### config.mk
export PLATFORM = sky130hd
export DESIGN_NAME = bank_loader
export DESIGN_NICKNAME = d
export VERILOG_FILES = /design/src/rtl/bank_loader_pkg.sv /design/src/rtl/bank_loader.sv
export SDC_FILE = /design/constraint.sdc
export NUM_CORES = 1
export LEC_CHECK = 0
export CAP_MARGIN = 20
export CORE_ASPECT_RATIO = 1.2
export CORE_MARGIN = 2
export CORE_UTILIZATION = 35
export CTS_CLUSTER_SIZE = 24
export DETAILED_ROUTE_END_ITERATION = 8
export SETUP_SLACK_MARGIN = 0.1
export SLEW_MARGIN = 20
export SYNTH_ARGS = -nofsm -noshare
export SYNTH_HDL_FRONTEND = slang
export SYNTH_SLANG_ARGS = --single-unit
### constraint.sdc
create_clock -name clk -period 1.7 [get_ports clk]
set_input_delay 0.34 -clock clk [delete_from_list [all_inputs] [get_ports clk]]
set_output_delay 0.34 -clock clk [all_outputs]
set_load 0.1 [all_outputs]
### src/rtl/bank_loader_pkg.sv
// bank_loader_pkg: shared bank geometry and loader FSM states for the filter and its bank writer
package bank_loader_pkg;
   localparam int NUM_BANKS = 16;
   localparam int DEPTH     = 4644;
   localparam int DW        = 8;
   localparam int AW        = 13;
   typedef enum logic [1:0] {IDLE, LOAD, DONE} state_t;
endpackage

### src/rtl/bank_loader.sv
// bank_loader: streams pixels into NUM_BANKS line-buffer banks, bank 0 first, DEPTH bytes each
// Ports: clk, rst_n (async, active-low), en (stall), start (load pulse),
//        in_valid/in_pixel/in_ready (source handshake),
//        wr_en (one-hot bank strobe), wr_addr, wr_data (shared bank write port), done (frame written)
module bank_loader #(
   parameter int NUM_BANKS = bank_loader_pkg::NUM_BANKS,
   parameter int DEPTH     = bank_loader_pkg::DEPTH,
   parameter int DW        = bank_loader_pkg::DW,
   parameter int AW        = bank_loader_pkg::AW
) (
   input  logic                 clk,
   input  logic                 rst_n,
   input  logic                 en,
   input  logic                 start,
   input  logic                 in_valid,
   input  logic [DW-1:0]        in_pixel,
   output logic                 in_ready,
   output logic [NUM_BANKS-1:0] wr_en,
   output logic [AW-1:0]        wr_addr,
   output logic [DW-1:0]        wr_data,
   output logic                 done
);
   import bank_loader_pkg::*;
   localparam int BW = (NUM_BANKS > 1) ? $clog2(NUM_BANKS) : 1;
   state_t                 state_q, state_d;
   logic [BW-1:0]          bank_q, bank_d;
   logic [AW-1:0]          addr_q, addr_d;
   logic [NUM_BANKS-1:0]   wr_en_q, wr_en_d;
   logic [AW-1:0]          wr_addr_q, wr_addr_d;
   logic [DW-1:0]          wr_data_q, wr_data_d;
   logic                   xfer, last_addr, last_bank, begin_load;
   always_ff @(posedge clk or negedge rst_n) begin
      if (!rst_n) begin
         state_q   <= IDLE;
         bank_q    <= '0;
         addr_q    <= '0;
         wr_en_q   <= '0;
         wr_addr_q <= '0;
         wr_data_q <= '0;
      end else begin
         state_q   <= state_d;
         bank_q    <= bank_d;
         addr_q    <= addr_d;
         wr_en_q   <= wr_en_d;
         wr_addr_q <= wr_addr_d;
         wr_data_q <= wr_data_d;
      end
   end
   always_comb begin
      state_d = state_q;
      if (begin_load)
         state_d = LOAD;
      else if (xfer && last_addr && last_bank)
         state_d = DONE;
   end
   always_comb begin
      in_ready   = (state_q == LOAD) && en;
      done       = (state_q == DONE);
      xfer       = in_valid && in_ready;
      begin_load = en && start && (state_q != LOAD);
      last_addr  = (addr_q == AW'(DEPTH - 1));
      last_bank  = (bank_q == BW'(NUM_BANKS - 1));
      // Strobe is rebuilt every cycle, so any cycle without a transfer (including stalls) writes nothing
      wr_en_d    = xfer ? (NUM_BANKS'(1) << bank_q) : '0;
      wr_addr_d  = xfer ? addr_q : wr_addr_q;
      wr_data_d  = xfer ? in_pixel : wr_data_q;
      addr_d     = begin_load ? '0 : xfer ? (last_addr ? '0 : addr_q + 1'b1) : addr_q;
      bank_d     = begin_load ? '0 : (xfer && last_addr) ? bank_q + 1'b1 : bank_q;
      wr_en      = wr_en_q;
      wr_addr    = wr_addr_q;
      wr_data    = wr_data_q;
   end
endmodule
Word level (Yosys, flattened, before mapping). Index checks and enable logic that the tools add are counted.

Add/sub/neg operators: 2. Equality and inequality tests: 5. Shift operators: 1. Mux-type cells: 8. Reductions and logical operators: 9.

Operator list (number): 13-bit 2-to-1 mux (3); 16-bit 2-to-1 mux (1); 1-bit by 4-bit << shifter with 16-bit output (first input constant) (1); 13-bit by 1-bit adder with 13-bit output (second input constant) (1); 13-bit == test (second input constant) (1); 4-bit 2-to-1 mux (2); 1-bit logical AND (6); 2-bit nonzero test (3); 4-bit by 1-bit adder with 4-bit output (second input constant) (1); 4-bit == test (second input constant) (1); 2-bit 2-to-1 mux (2); 2-bit by 1-bit == test with 1-bit output (second input constant) (1); 2-bit == test (second input constant) (1); 2-bit by 1-bit inequality test with 1-bit output (second input constant) (1).

Register bits after elaboration: 56. Output and inout bits: 39. Word-level logic and storage cells: 31.

Logic depth before layout (Yosys ltp).
Word-level depth: 7. Depth in mapped cells: 6. Gate-level depth less buffers: 5.

Least setup slack after synthesis. Ideal clock, no wire load.

Kind: register to output. Start point: reg state_q[1]. End point: out in_ready. Arrival time: 1.816 ns. Setup slack: -0.456 ns. Cell stages (with the launch flop): 3. Path buffers: 0. Cell sequence: dfrtp_1 > nand2b_1 > nor2_1.

Longest elaborated chain between the ends: 2.

RTL lines: start, declared (RTL line bank_loader.sv:25) `state_t state_q, state_d;`; start signal, assigned (RTL line bank_loader.sv:41) `state_q <= state_d;`; 2-bit by 1-bit == test with 1-bit output (RTL line bank_loader.sv:57) `in_ready = (state_q == LOAD) && en;`; 1-bit logical AND (RTL line bank_loader.sv:57); end, declared (RTL line bank_loader.sv:17) `output logic in_ready,`.

No other way between the ends.

Worst setup path in the final report. Ends and elaborated chain as after synthesis.

==> results.md <==
* Site Rows at 33
* Count leader, synth: nand2_1
* Pint at 2460 uW
* Ports at 52
* Placed insts at 402
* Place WS at -0.335 ns
* Top delay family on crit path: flip-flops
* Worst hold slack at 0.469 ns
* Final Worst Setup Slack at 0.0472 ns
* Core area at 6810 sq um
* Mapped Nets at 267
* Simple-Gate Fraction of Synth Area at 27.0%
* Area share of the largest cell type after synthesis at 57.2%
* Setup Skew at 0.00840 ns
* Ys flop type: dfrtp_1
* Async S/R FF share, synth at 100%
* Synth Area in XOR/XNOR at 0.715%
* Tmin final at 1.65 ns
* Critical Path Start Type: flop
* H-tree depth at 2
* Overall power at 4050 uW
* First-pass iteration count of the detailed router at 5
* Max-slew headroom at 73.3%
* Syn Area/Cell at 9.92 sq um
* Clock Power Share at 18.6%
* Starting Density at 36.0%
* Critical path data arrival time at 1.31 ns
* Crit path max fanout at 5
* CTS tree: yes
* Main combinational cell family by area after synthesis: simple AND/OR/NAND/NOR gates
* Vias in the first global route at 1983
* Layout cells sized above 1 at 32.2%
* Cell variety after synth at 39
* Worst-Margin Slew at 0.395 ns
* GPL Wtd Cong at 0.840
* Commonest cells post-synth: nand2_1 (66), dfrtp_1 (56), and3_1 (12), nand3_1 (12), o21ai_0 (10)
* Switching power at 1590 uW
* Status: finished clean
* Die height at 95.7 um
* Number of flops mapped to enable cells by yosys at 0
* Critical Path RT at 1.36 ns
* DRC at 0
* Vias at 2078
* Synth Area in Adders at 3.57%
* PwrDens at 1030 nW/um^2
* Synth warnings at 0
* Total routed wirelength at 5.81 mm
* Post-Syn Area at 2450 sq um
* Root Buffer: clkbuf_8
* Sw Ratio at 39.3%
* Clock-pin slew on the worst setup and hold paths at 0.10 ns
* Via density per instance at 4.96
* GRT overflow at 0
* Gate power share at 41.2%
* Cell count after synthesis at 247
* Max-Cap Viols at 0
* Synth area leader: dfrtp_1
* VDD IR max at 0.000564 V
* HP Class: in -> async
* Top post-synthesis cells by area: dfrtp_1 (57%), nand2_1 (10%), ha_1 (3.6%)
* Seq/Total Area, Yosys at 57.2%
* Design Area, Final at 3950 sq um
* Final Hold Fails at 0
* CP endpoint kind: output pin
* Area after DPL at 3640 sq um
* Die X at 80.4 um
* Clock Path Buffers at 2
* Total track usage at 16.1%
* Area Growth Syn to Fin at 61.2%
* Worst-Skew Late Latency at 0.31 ns
* CTS Sinks at 56
* Final ANT Viol Nets at 0
* Starting DRT DRC Count at 103
* Setup CP Type: reg -> out
* Die area at 7690 sq um
* Fmax at 605 MHz
* Flops & latches, synth at 56
* Crit-path cells: nand2b_4 > buf_6 > nor2_4 > buf_12
* Final HPWL DP at 4.05 mm
* Clock buffer count from CTS at 5
* RSZ-0062 raised after global routing: yes
* Initial antenna violation count at 0
* Port buffer count at 51
* Global-route wire length before repair at 9.54 mm
* Multiplexer share of the synthesized area at 0%
* Fin nets at 351
* Count of final setup violators at 0
* Critical Path Max Stage Delay at 0.43 ns
* Largest net degree at the start of global routing at 29
* Synth Area in Compound Gates at 8.17%
* Leakage at 0.00185 uW
* Critical path buffer and inverter count at 2
* Slew Limit Fails at 0
* Slowest stage cell on the critical path: dfrtp_1
* Diode count at 0
* Finished Layout Cells at 419
* DR WL/cell at 13.9 um
* Final Cycle Share at 97.2%
* Sequential share of power at 40.3%
timing repair:
item,CTS,global route
gates cloned,0,1
setup buffers,5,2
endpoints found under the hold margin,13,0
pin swaps,4,4
resized for setup,14,23
endpoints found under the setup margin,19,32
hold buffers,1,0
layer usage:
metal  routed length [um]  global-route usage (%)  vias to the layer above
met5                    0                       0                        -
met4                   95                    6.21                        0
met3                  261                    3.13                        8
met2                 2970                    27.3                       52
met1                 2480                    20.3                     1003
li1                     -                       -                     1015
final timing paths:
path | end | start | slack, ns | cells after the start
setup / recovery | in_ready | state_q[1]$_DFFE_PN0P_ | 0.05 | 4
hold / removal | addr_q[8]$_DFFE_PN0P_ | rst_n | 0.47 | 2
setup reg to reg | addr_q[9]$_DFFE_PN0P_ | addr_q[0]$_DFFE_PN0P_ | 0.05 | 7
hold reg to reg | wr_addr[9]$_DFFE_PN0P_ | wr_addr[9]$_DFFE_PN0P_ | 0.55 | 2
max in group asynchronous | wr_addr[9]$_DFFE_PN0P_ | rst_n | 0.63 | 3
min in group clk | wr_addr[9]$_DFFE_PN0P_ | wr_addr[9]$_DFFE_PN0P_ | 0.55 | 2
per-stage QoR:
| stage | setup TNS (ns) | utilization [%] |
|---|---|---|
| after global placement | -5.57 | 53.4 |
| final | 0 | 58.0 |
| after detailed placement | -6.59 | 53.4 |
| after floorplan | 0 | - |
| after CTS | 0 | 56.2 |
| after global routing | -0.0600 | 58.0 |
registers in the layout (all words and copies together) (netlist names):
name	cells
wr_en	16
addr_q	13
wr_addr	13
wr_data	8
bank_q	4
state_q	2
kinds of logic (layout without fill, tap and decap cells):
kind of cell / Yosys count / count (layout)
buf+inv: 20 / 105
fa+ha+maj: 7 / 7
simple gates: 130 / 130
compound gates: 32 / 32
xor+xnor: 2 / 2
flops: 56 / 56
power by group through the flow:
| stage | logic [uW] | registers [uW] | clock network, uW |
|---|---|---|---|
| after floorplan | 303 | 2210 | 0 |
| after global placement | 1530 | 1640 | 0 |
| after detailed placement | 1540 | 1650 | 0 |
| after CTS | 1610 | 1620 | 780 |
| after global routing | 1760 | 1650 | 842 |
| final | 1670 | 1630 | 754 |
area by class of cell:
class / count / area [sq um]
flip-flops and latches: 56 / 1410
clock buffers: 7 / 86.3
inverters: 8 / 30.0
multi-input cells: 171 / 1080
clock inverters: 1 / 7.51
fillers: 564 / 2860
well taps: 87 / 109
repair buffers: 89 / 1230
cell usage in the layout (no fill, tap or decap), drive strengths merged, types with 3 or more instances in the layout:
master,n
ha,7
nor2,6
nor3,4
o21ai,10
and3,12
nand3,12
inv,8
and2,6
buf,77
or4,5
clkbuf,7
a31oi,3
o31ai,3
a21oi,7
nor4b,3
clkdlybuf4s50,11
dfrtp,56
or3,5
nand2,66
worst register-to-register path, delay by kind of cell (launching register included):
family	cells	cell delay, ns
compound gates	1	0.07
fa+ha+maj	1	0.18
buf+inv	2	0.24
flops	1	0.42
simple gates	3	0.69
Note: power is estimated with default switching activity, not from simulation.
